===== config.mk =====
export PLATFORM = sky130hd
export DESIGN_NAME = cache_refill_unit
export DESIGN_NICKNAME = d
export VERILOG_FILES = /design/src/rtl/cache_pkg.sv /design/src/rtl/refill_timer.sv /design/src/rtl/cache_refill_unit.sv
export SDC_FILE = /design/constraint.sdc
export NUM_CORES = 1
export LEC_CHECK = 0
export BUFFER_PORTS_ARGS = -buffer_cell sky130_fd_sc_hd__clkbuf_2
export CELL_PAD_IN_SITES_DETAIL_PLACEMENT = 0
export CELL_PAD_IN_SITES_GLOBAL_PLACEMENT = 1
export CORE_MARGIN = 1
export CORE_UTILIZATION = 39
export DETAILED_ROUTE_END_ITERATION = 8
export GPL_ROUTABILITY_DRIVEN = 1
export GPL_TIMING_DRIVEN = 0
export HOLD_SLACK_MARGIN = 0.03
export PLACE_DENSITY_LB_ADDON = 0.1
export SETUP_SLACK_MARGIN = 0.05
export SLEW_MARGIN = 0
export SYNTH_ARGS = -nofsm -noshare
export SYNTH_HDL_FRONTEND = slang
export SYNTH_SLANG_ARGS = --single-unit

===== constraint.sdc =====
create_clock -name clock -period 2.9 [get_ports clock]
set_clock_uncertainty 0.1 [all_clocks]
set_input_delay 0.58 -clock clock [delete_from_list [all_inputs] [get_ports clock]]
set_output_delay 0.58 -clock clock [all_outputs]
set_load 0.05 [all_outputs]

===== src/rtl/cache_pkg.sv =====
// Shared cache definitions: data word and block geometry, the refill line
// type and the refill sequencer state encoding.
package cache_pkg;

  localparam int WORD_W      = 64;
  localparam int BLOCK_WORDS = 4;
  localparam int IDX_W       = $clog2(BLOCK_WORDS);
  localparam int LINE_W      = WORD_W * BLOCK_WORDS;

  typedef logic [LINE_W-1:0] line_t;

  typedef enum logic [1:0] {
    REFILL_IDLE  = 2'd0,
    REFILL_ISSUE = 2'd1,
    REFILL_DRAIN = 2'd2,
    REFILL_DONE  = 2'd3
  } refill_state_e;

  // Word slot inside a block reached by stepping 'count' words from 'start'
  function automatic logic [IDX_W-1:0] block_slot(input logic [IDX_W-1:0] start,
                                                  input logic [IDX_W-1:0] count);
    return start + count;
  endfunction

endpackage


===== src/rtl/refill_timer.sv =====
// Response watchdog for the refill unit. Counts cycles while enabled and
// flags 'expired' in the cycle whose clock edge brings the count to TIMEOUT,
// so the owner can react on that same edge.
module refill_timer #(
  parameter int TIMEOUT = 255
) (
  input  logic clock,
  input  logic reset,
  input  logic clear,
  input  logic enable,
  output logic expired
);

  localparam int              CNT_W    = $clog2(TIMEOUT + 1);
  localparam logic [CNT_W-1:0] LAST_CNT = CNT_W'(TIMEOUT - 1);

  logic [CNT_W-1:0] count_r;

  // Wait-cycle counter: cleared by the owner, advanced while waiting
  always_ff @(posedge clock) begin
    if (reset) begin
      count_r <= {CNT_W{1'b0}};
    end else if (clear) begin
      count_r <= {CNT_W{1'b0}};
    end else if (enable) begin
      count_r <= count_r + 1'b1;
    end else begin
      count_r <= count_r;
    end
  end

  assign expired = enable && !clear && (count_r == LAST_CNT);

endmodule


===== src/rtl/cache_refill_unit.sv =====
// Cache block refill unit: fetches BLOCK_WORDS words from main memory with up
// to BLOCK_WORDS reads in flight, assembles them into a line and pulses
// refill_valid, or pulses refill_error if memory stops answering.
// Build option: CRITICAL_WORD_FIRST_EN starts the fill at the missing word and
// wraps around the block; without it fills always start at the block base.
module cache_refill_unit #(
  parameter int WORD_W      = cache_pkg::WORD_W,
  parameter int ADDR_W      = 32,
  parameter int BLOCK_WORDS = cache_pkg::BLOCK_WORDS,
  parameter int TIMEOUT     = 255
) (
  input  logic                          clock,
  input  logic                          reset,
  input  logic                          refill_req,
  input  logic [ADDR_W-1:0]             refill_addr,
  output logic                          refill_busy,
  output logic                          refill_valid,
  output logic [WORD_W*BLOCK_WORDS-1:0] refill_line,
  output logic                          refill_error,
  output logic                          mem_req,
  output logic [ADDR_W-1:0]             mem_addr,
  input  logic                          mem_ready,
  input  logic                          mem_rvalid,
  input  logic [WORD_W-1:0]             mem_rdata
);

  import cache_pkg::*;

  localparam int                 IDX_BITS    = $clog2(BLOCK_WORDS);
  localparam int                 LINE_BITS   = WORD_W * BLOCK_WORDS;
  localparam logic [IDX_BITS:0]  LAST_CNT    = (IDX_BITS + 1)'(BLOCK_WORDS - 1);
  localparam logic [ADDR_W-1:0]  OFFSET_MASK = ADDR_W'(BLOCK_WORDS - 1);

  refill_state_e          state_r;
  logic [ADDR_W-1:0]      base_r;
  logic [IDX_BITS-1:0]    start_r;
  logic [IDX_BITS:0]      req_cnt_r;
  logic [IDX_BITS:0]      rsp_cnt_r;
  logic [LINE_BITS-1:0]   line_r;

  logic [ADDR_W-1:0]      base_s;
  logic [IDX_BITS-1:0]    start_s;
  logic [IDX_BITS-1:0]    req_idx_next_s;
  logic [IDX_BITS-1:0]    rsp_slot_s;
  logic                   active_s;
  logic                   req_accept_s;
  logic                   rsp_accept_s;
  logic                   last_req_s;
  logic                   last_rsp_s;
  logic                   outstanding_s;
  logic                   timer_clear_s;
  logic                   timer_expired_s;

`ifdef CRITICAL_WORD_FIRST_EN
  assign start_s = refill_addr[IDX_BITS-1:0];
`else
  assign start_s = {IDX_BITS{1'b0}};
`endif

  assign base_s         = refill_addr & ~OFFSET_MASK;
  assign active_s       = (state_r == REFILL_ISSUE) || (state_r == REFILL_DRAIN);
  assign req_accept_s   = (state_r == REFILL_ISSUE) && mem_req && mem_ready;
  assign rsp_accept_s   = active_s && mem_rvalid;
  assign last_req_s     = req_accept_s && (req_cnt_r == LAST_CNT);
  assign last_rsp_s     = rsp_accept_s && (rsp_cnt_r == LAST_CNT);
  assign req_idx_next_s = start_r + req_cnt_r[IDX_BITS-1:0] + 1'b1;
  assign rsp_slot_s     = block_slot(start_r, rsp_cnt_r[IDX_BITS-1:0]);
  // The watchdog only runs while a read is in flight; each returned beat or a
  // fresh refill restarts the wait.
  assign outstanding_s  = active_s && (req_cnt_r != rsp_cnt_r);
  assign timer_clear_s  = (state_r == REFILL_IDLE) || rsp_accept_s;
  assign refill_line    = line_r;

  refill_timer #(
    .TIMEOUT (TIMEOUT)
  ) u_timer (
    .clock   (clock),
    .reset   (reset),
    .clear   (timer_clear_s),
    .enable  (outstanding_s),
    .expired (timer_expired_s)
  );

  // Refill sequencer: state, counters, line assembly and registered outputs
  always_ff @(posedge clock) begin
    if (reset) begin
      state_r      <= REFILL_IDLE;
      base_r       <= {ADDR_W{1'b0}};
      start_r      <= {IDX_BITS{1'b0}};
      req_cnt_r    <= {(IDX_BITS + 1){1'b0}};
      rsp_cnt_r    <= {(IDX_BITS + 1){1'b0}};
      line_r       <= {LINE_BITS{1'b0}};
      refill_busy  <= 1'b0;
      refill_valid <= 1'b0;
      refill_error <= 1'b0;
      mem_req      <= 1'b0;
      mem_addr     <= {ADDR_W{1'b0}};
    end else begin
      case (state_r)
        REFILL_IDLE: begin
          refill_valid <= 1'b0;
          refill_error <= 1'b0;
          if (refill_req) begin
            state_r     <= REFILL_ISSUE;
            base_r      <= base_s;
            start_r     <= start_s;
            req_cnt_r   <= {(IDX_BITS + 1){1'b0}};
            rsp_cnt_r   <= {(IDX_BITS + 1){1'b0}};
            line_r      <= {LINE_BITS{1'b0}};
            refill_busy <= 1'b1;
            mem_req     <= 1'b1;
            mem_addr    <= base_s | ADDR_W'(start_s);
          end else begin
            state_r <= REFILL_IDLE;
          end
        end
        REFILL_ISSUE, REFILL_DRAIN: begin
          if (timer_expired_s) begin
            // Memory went silent: drop the partial line and report it
            state_r      <= REFILL_IDLE;
            line_r       <= {LINE_BITS{1'b0}};
            req_cnt_r    <= {(IDX_BITS + 1){1'b0}};
            rsp_cnt_r    <= {(IDX_BITS + 1){1'b0}};
            refill_busy  <= 1'b0;
            refill_error <= 1'b1;
            mem_req      <= 1'b0;
          end else begin
            if (rsp_accept_s) begin
              line_r[WORD_W*rsp_slot_s +: WORD_W] <= mem_rdata;
              rsp_cnt_r <= rsp_cnt_r + 1'b1;
            end
            if (req_accept_s) begin
              req_cnt_r <= req_cnt_r + 1'b1;
              mem_addr  <= base_r | ADDR_W'(req_idx_next_s);
              if (last_req_s) begin
                mem_req <= 1'b0;
                state_r <= REFILL_DRAIN;
              end
            end
            // The final beat wins even when the last request is accepted in
            // the same cycle (zero-latency memory skips DRAIN entirely).
            if (last_rsp_s) begin
              state_r      <= REFILL_DONE;
              mem_req      <= 1'b0;
              refill_valid <= 1'b1;
            end
          end
        end
        REFILL_DONE: begin
          state_r      <= REFILL_IDLE;
          refill_valid <= 1'b0;
          refill_busy  <= 1'b0;
          mem_req      <= 1'b0;
        end
        default: begin
          state_r      <= REFILL_IDLE;
          refill_busy  <= 1'b0;
          refill_valid <= 1'b0;
          refill_error <= 1'b0;
          mem_req      <= 1'b0;
        end
      endcase
    end
  end

endmodule


==> results.cfg, run 1 <==
[run_status]
outcome = complete, no violations

[sta]
worst_slew_pin_slew_ps = 1012
max-slew-margin-rel = 0.3255
timing.fmax_mhz = 370.5
finalCriticalPeriod_ps = 2699
drv_slew = 0
finalHoldViolCount = 0
grt_setup_unrepaired = no
final-setup-viol-count = 0
min_period_over_period = 0.9307

[power_and_ir_drop]
clock_power_share = 0.444
design_power_total_mw = 11.62
power.combinational.fraction = 0.142
vdd_drop_max_uv = 368.1
p_leak_nw = 9.119
seq_power_share = 0.414
power_per_cell_area_nw_per_um2 = 587.7
power.switching_fraction = 0.2858
p_switching_mw = 3.322
power.internal_mw = 8.301

[logic_synthesis]
synth.mux.area_fraction = 0.02259
synth-async-reset-ratio = 0
mappedNetlistNets = 1925
synthSimpleGateAreaFrac = 0.2929
postSynthRegisterBits = 338
synthXorXnorAreaFrac = 0.005083
synth_largest_type_area_fraction = 0.4363
synthTopCellsByArea = sky130_fd_sc_hd__dfxtp_1 44%, sky130_fd_sc_hd__nor2b_1 8.0%, sky130_fd_sc_hd__nand4_1 5.6%
avg_synthesized_cell_area_sq_um = 8.559
synthesis.area_sq_um = 15510
ys_dominant_reg_cell = sky130_fd_sc_hd__dfxtp_1
yosys.cell_types.count = 45
synthCells = 1812
dominant_combinational_cell_family_by_area_after_synthesis = simple AND/OR/NAND/NOR gates
ys_seq_area_frac = 0.4363
synth_fa_ha_area_frac = 0.009681
synth-compound-area-share = 0.1762
synthesis.yosys.warnings = 0
synth_enable_flop_cells = 0
synth_top_cell_by_area = sky130_fd_sc_hd__dfxtp_1

[layout]
syn_to_final_growth_pct = 27.53
share_of_post_route_cells_with_drive_strength_above_1 = 0.2740
diodes = 0
finish.net_count = 2367
commonest_non_fill_non_tap_cells_in_the_layout = 421 x sky130_fd_sc_hd__clkbuf_2, 338 x sky130_fd_sc_hd__dfxtp_1, 200 x sky130_fd_sc_hd__nand2_1
mostFrequentLayoutCell = sky130_fd_sc_hd__clkbuf_2
final_util = 0.5082

[global_route]
grt-ovfl-total = 0
grt_pass1_wl_mm = 87.98
number_of_antenna_violations_at_the_first_check_in_global_routing = 1
number_of_global_route_vias_before_repair = 14520
groute.usage.overall = 0.2798
grt_start_max_net_pins = 13

[clock_network]
clkSinkCount = 338
clock_tree_from_tritoncts = done
insertion_delay_ps = 550
number_of_clock_buffers_inserted_by_tritoncts = 40
cts_buffer_depth = 3
clock_pin_transition_on_the_worst_setup_and_hold_timing_paths_ps = 60
ctsHtreeMaxLevel = 2
cts_root_buffer = sky130_fd_sc_hd__clkbuf_16

[worst_setup_path]
timing.critical_path.mode_cell = sky130_fd_sc_hd__buf_2
worstSetupStartpointType = flop
crit_fanout = 10
worstReg2RegStart = state_r[0]
critPathCaptureType = flop
crit_type = reg -> reg
critical-path-slowest-cell = sky130_fd_sc_hd__dfxtp_1
critical-path-max-stage-delay_ps = 350
worstSetupStartpoint = state_r[0]
crit_path_cell_trace = inv_1 -> ha_1 -> buf_2 -> a21oi_4 -> nand3_2 -> o21ai_4 -> buf_4 -> buf_2 -> a21oi_1 -> a41o_1
cp.required_ps = 3240
worst-endpoint-arrival_ps = 3040

[placed_design]
place.port_buffers = 389
detailed_place_hpwl_mm = 41.58
place_congestion = 0.8325

[routing]
remaining_drc_errors = 0
dr_total_vias = 15060
vias_per_inst = 5.382
dr.pass1.iters = 5
drtAntennaViolNets = 0
drt_wl_total_mm = 57.84
avgRoutedWirePerCell_microns = 20.67
drt-initial-drc-count = 1044

[floorplan]
ioPinCount = 393
floorplan.die.height_microns = 201.4
core_region_area_sq_um = 38920
fp-row-count = 72
floorplan.die.width_microns = 201.4
dieArea_sq_um = 40570
initial_utilization = 0.3985

[min_path]
hp-start = refill_addr[3]
worstHoldPathType = in -> reg

[run]
timing.max_cap.violations = 0
layout make-up:
| type | instances | area [sq um] |
|---|---|---|
| Clock inverter | 8 | 140.1 |
| Inverter | 12 | 45.04 |
| Sequential cell | 338 | 6766 |
| Timing Repair Buffer | 402 | 2131 |
| Buffer | 191 | 914.6 |
| Clock buffer | 61 | 1171 |
| Tap cell | 518 | 648.1 |
| Multi-Input combinational cell | 1269 | 7961 |
| Fill cell | 3911 | 19140 |
power by group through the flow:
stage	clock network (mW)	registers [mW]	logic [mW]
floorplan	0	5.15	0.768
global placement	0	4.90	1.57
detailed placement	0	4.91	1.59
CTS	5.23	4.81	1.62
global route	5.40	4.82	1.77
finish	5.16	4.81	1.66
routing by layer:
metal,GRT usage,routed length [microns],vias to the layer above
met4,0.1004,1633,0
met1,0.3778,26040,7175
met3,0.06090,4244,84
li1,-,-,7291
met5,0,0,-
met2,0.4378,25920,514
path summary, 6_finish.rpt:
path | end | slack [ps] | cells after the start
worst min register to register | base_r[3] | 350 | 2
worst min-delay path | base_r[3] | 160 | 3
worst max register to register | refill_line[183] | 200 | 10
worst max-delay path | refill_line[183] | 200 | 10
timing repair:
item                       in CTS  in global routing
hold buffers                    0                  0
setup endpoints to repair     259                289
setup buffers                   5                  6
resized for setup              24                 64
gates cloned                    0                  0
pin swaps                       0                  1
state kept, by name, indices dropped and copies added, names as in the netlist:
| name | flops |
|---|---|
| base_r | 30 |
| mem_addr | 32 |
| mem_req | 1 |
| refill_busy | 1 |
| refill_error | 1 |
| refill_line | 256 |
| refill_valid | 1 |
| req_cnt_r | 3 |
| rsp_cnt_r | 3 |
| state_r | 2 |
| u_timer.count_r | 8 |
kinds of logic after synthesis:
group / count (synthesis)
XOR/XNOR: 9
AO/OA/AOI/OAI: 414
flip-flops: 338
buffers and inverters: 205
multiplexers: 35
adder cells (fa/ha/maj): 12
AND/OR/NAND/NOR: 799
Yosys cell counts, types with 3 or more instances:
cell,count
sky130_fd_sc_hd__ha_1,12
sky130_fd_sc_hd__buf_6,7
sky130_fd_sc_hd__o31ai_1,3
sky130_fd_sc_hd__nor2_1,48
sky130_fd_sc_hd__nand2b_1,125
sky130_fd_sc_hd__clkbuf_1,121
sky130_fd_sc_hd__o21ai_2,60
sky130_fd_sc_hd__and3_1,4
sky130_fd_sc_hd__nand4b_1,64
sky130_fd_sc_hd__a41o_1,58
sky130_fd_sc_hd__xor2_1,6
sky130_fd_sc_hd__a21oi_1,99
sky130_fd_sc_hd__nand4_1,138
sky130_fd_sc_hd__nor3_1,3
sky130_fd_sc_hd__dfxtp_1,338
sky130_fd_sc_hd__nand3_1,6
sky130_fd_sc_hd__or4_1,3
sky130_fd_sc_hd__buf_1,13
sky130_fd_sc_hd__a21oi_2,3
sky130_fd_sc_hd__buf_2,52
sky130_fd_sc_hd__xnor2_1,3
sky130_fd_sc_hd__o21ai_0,141
sky130_fd_sc_hd__a211oi_1,33
sky130_fd_sc_hd__mux2i_1,35
sky130_fd_sc_hd__inv_1,12
sky130_fd_sc_hd__nand2_1,200
sky130_fd_sc_hd__nor2b_1,198
sky130_fd_sc_hd__o21ai_1,4
sky130_fd_sc_hd__or3_1,3
worst max-delay path: cells and delay by family, from the launching register on:
| family | cells | cell delay (ps) |
|---|---|---|
| AO/OA/AOI/OAI | 4 | 830 |
| adder cells (fa/ha/maj) | 1 | 270 |
| buffers and inverters | 4 | 790 |
| flip-flops | 1 | 350 |
| AND/OR/NAND/NOR | 1 | 240 |
metrics by stage:
step / cell area, sq um / instances / setup TNS (ps) / hold slack (ps) / setup slack, ps
after floorplan: 15510 / 1812 / 0 / 336.0 / 544.7
after global placement: 18100 / 2719 / -119640 / 341.4 / -771.2
after detailed placement: 18140 / 2721 / -71350 / 347.6 / -396.8
after CTS: 19620 / 2795 / 0 / 131.2 / 50.32
after global routing: 19780 / 2799 / 0 / 157.4 / 48.56
final: 19780 / 2799 / 0 / 164.0 / 201.1
Power figures use the tool's default switching activity.
==> inputs of run 2 (changes only) <==
Settings changed: CELL_PAD_IN_SITES_DETAIL_PLACEMENT 0 to 1, CORE_UTILIZATION 39 to 38, SYNTH_HIERARCHICAL set to 1.
==> run 2 against run 1 <==
Effect of this change:
- register-to-register slack got worse by 180 ps
- fmax decreased by 6.1%
- combinational power increased by 16%
- worst hold slack improved by 17 ps
- die area decreased by 11%
- sequential cell count unchanged
- critical path type unchanged
==> results.cfg, run 2 <==
[run_status]
outcome = complete, no violations

[sta]
min_period_over_period = 0.9910
finalCriticalPeriod_ps = 2874
timing.fmax_mhz = 347.9
drv_slew = 0
worst_slew_pin_slew_ps = 1035
final-setup-viol-count = 0
finalHoldViolCount = 0
postLayoutSetupSlackWorst_ps = 25.96
grt_setup_unrepaired = yes
max-slew-margin-rel = 0.3097

[placed_design]
dp_cells = 2340
place_ws_ps = -1121
detailed_place_hpwl_mm = 37.01
place_congestion = 0.8240
place.port_buffers = 389

[floorplan]
floorplan.die.width_microns = 189.6
fp-row-count = 68
initial_utilization = 0.3871
ioPinCount = 393
floorplan.die.height_microns = 189.6
dieArea_sq_um = 35940
core_region_area_sq_um = 34540

[worst_setup_path]
critPathCaptureType = flop
cp.required_ps = 3240
crit_type = reg -> reg
worst-endpoint-arrival_ps = 3210
worstSetupStartpointType = flop
crit_fanout = 7
slack_of_the_worst_reg_to_reg_path_ps = 30

[logic_synthesis]
synth_largest_type_area_fraction = 0.5060
synthesis.area_sq_um = 13370
synthTopCellsByArea = sky130_fd_sc_hd__dfxtp_1 51%, sky130_fd_sc_hd__nand2_1 11%, sky130_fd_sc_hd__o32ai_2 7.3%
synthesis.yosys.warnings = 6
avg_synthesized_cell_area_sq_um = 8.938
synth_enable_flop_cells = 0
ys_seq_area_frac = 0.5060
yosysMostFrequentCell = sky130_fd_sc_hd__nand2_1
synth-async-reset-ratio = 0
yosys.cell_types.count = 48
ys_dominant_reg_cell = sky130_fd_sc_hd__dfxtp_1
synth_top_cell_by_area = sky130_fd_sc_hd__dfxtp_1
synthCells = 1496
postSynthRegisterBits = 338
mappedNetlistNets = 1610
synth_common_cells = 396 x sky130_fd_sc_hd__nand2_1, 338 x sky130_fd_sc_hd__dfxtp_1, 170 x sky130_fd_sc_hd__a21oi_1, 129 x sky130_fd_sc_hd__nand3_1, 72 x sky130_fd_sc_hd__clkbuf_1

[power_and_ir_drop]
clock_power_share = 0.426
vdd_drop_max_uv = 397.1
power_per_cell_area_nw_per_um2 = 607.0
p_switching_mw = 3.378
power.switching_fraction = 0.2867
power.internal_mw = 8.406
design_power_total_mw = 11.78
p_leak_nw = 7.477
seq_power_share = 0.410
power.combinational.fraction = 0.164

[global_route]
grt_start_max_net_pins = 13
grt-ovfl-total = 0
grt_pass1_wl_mm = 80.05
groute.usage.overall = 0.2874
number_of_antenna_violations_at_the_first_check_in_global_routing = 2
number_of_global_route_vias_before_repair = 13680

[layout]
number_of_flip_flops_under_the_largest_register_name = 256
share_of_post_route_cells_with_drive_strength_above_1 = 0.3676
syn_to_final_growth_pct = 45.18
commonest_non_fill_non_tap_cells_in_the_layout = 396 x sky130_fd_sc_hd__nand2_1, 396 x sky130_fd_sc_hd__clkbuf_2, 335 x sky130_fd_sc_hd__dfxtp_1
finish.net_count = 2100
final_cells = 2469

[clock_network]
number_of_clock_buffers_inserted_by_tritoncts = 38
hold_buffers = 0
cts_root_buffer = sky130_fd_sc_hd__clkbuf_16
cts_buffer_depth = 3
clkSinkCount = 338
ctsHtreeMaxLevel = 2
clock_tree_from_tritoncts = done
insertion_delay_ps = 530
clock_pin_transition_on_the_worst_setup_and_hold_timing_paths_ps = 60

[routing]
dr_total_vias = 13400
drt-initial-drc-count = 567
remaining_drc_errors = 0
dr.pass1.iters = 5
avgRoutedWirePerCell_microns = 22.35
drtAntennaViolNets = 0
vias_per_inst = 5.427
drt_wl_total_mm = 55.19

[min_path]
worstHoldPathType = in -> reg

[run]
timing.max_cap.violations = 0
## run 2: cell types whose count changed after synthesis, moves of 71 or more
| cell | change |
|---|---|
| sky130_fd_sc_hd__nor2b_1 | -197 |
| sky130_fd_sc_hd__nand2_1 | +196 |
| sky130_fd_sc_hd__nand4_1 | -135 |
| sky130_fd_sc_hd__o21ai_0 | -135 |
| sky130_fd_sc_hd__nand3_1 | +123 |
| sky130_fd_sc_hd__nand2b_1 | -122 |
| sky130_fd_sc_hd__a21oi_1 | +71 |
## run 2: worst paths after layout
path | end | from | depth (start not counted)
setup / recovery | refill_line[112] | state_r[0] | 13
hold / removal | base_r[14] | refill_addr[14] | 3
setup reg to reg | refill_line[112] | state_r[0] | 13
hold reg to reg | refill_line[252] | refill_line[252] | 2
## run 2: per-layer routing
metal	vias to the layer above	GRT usage	wire [microns]
li1	6261	-	-
met1	6605	0.3583	23030
met2	420	0.4832	26540
met3	112	0.06586	3620
met4	2	0.1045	1979
met5	-	0	17
## run 2: final cells by class
| class | count | area (sq um) |
|---|---|---|
| antenna | 1 | 2.502 |
| buffer | 144 | 1080 |
| clock buffer | 63 | 1259 |
| clock inverter | 4 | 45.04 |
| fill | 4034 | 15130 |
| inverter | 10 | 37.54 |
| multi-input combinational | 1005 | 6930 |
| sequential | 338 | 6773 |
| tap | 455 | 569.3 |
| timing repair buffer | 449 | 2716 |
## run 2: through the flow
stage                     hold slack [ps]  setup TNS [ps]    util  area (sq um)
final                               181.3               0  0.5620         19410
after global routing                189.4          -627.8  0.5619         19410
after floorplan                     336.0               0       -         13430
after CTS                           178.8          -38.57  0.5422         18730
after global placement              338.1         -216000  0.4616         15940
after detailed placement            345.4         -236460  0.4616         15940
## run 2: critical path: stages, from the launching register on
cell	delay, ps
sky130_fd_sc_hd__dfxtp_2	340
sky130_fd_sc_hd__inv_2	50
sky130_fd_sc_hd__ha_4	240
sky130_fd_sc_hd__buf_6	120
sky130_fd_sc_hd__a21o_1	170
sky130_fd_sc_hd__nand2b_4	150
sky130_fd_sc_hd__nor4_4	340
sky130_fd_sc_hd__nor2b_2	90
sky130_fd_sc_hd__buf_6	160
sky130_fd_sc_hd__a21oi_4	210
sky130_fd_sc_hd__buf_12	140
sky130_fd_sc_hd__nand3_4	160
sky130_fd_sc_hd__clkbuf_16	260
sky130_fd_sc_hd__o32ai_2	240
## run 2: what timing repair did
| item | 4_1_cts | 5_1_grt |
|---|---|---|
| cloned | 8 | 7 |
| pin swaps | 51 | 35 |
| resized for setup | 204 | 63 |
| setup buffers | 34 | 13 |
| setup endpoints to repair | 298 | 288 |
## run 2: power by group through the flow
stage          combinational (mW)  clock, mW  sequential (mW)
2_1_floorplan               0.747          0             5.23
6_report                     1.93       5.02             4.83
5_1_grt                      2.04       5.27             4.85
3_5_place_dp                 1.60          0             4.94
3_3_place_gp                 1.58          0             4.93
4_1_cts                      1.85       5.06             4.84
## run 2: cells by family (layout without fill, tap and decap cells)
| group | count (synthesis) | count (layout) | synth area share |
|---|---|---|---|
| compound gates | 352 | 352 | 0.2112 |
| simple gates | 596 | 598 | 0.1881 |
| xor+xnor | 7 | 7 | 0.004585 |
| flops | 338 | 338 | 0.5060 |
| mux | 35 | 35 | 0.02629 |
| buf+inv | 155 | 670 | 0.05165 |
| fa+ha+maj | 13 | 13 | 0.01216 |
| other cells | 0 | 1 | 0 |
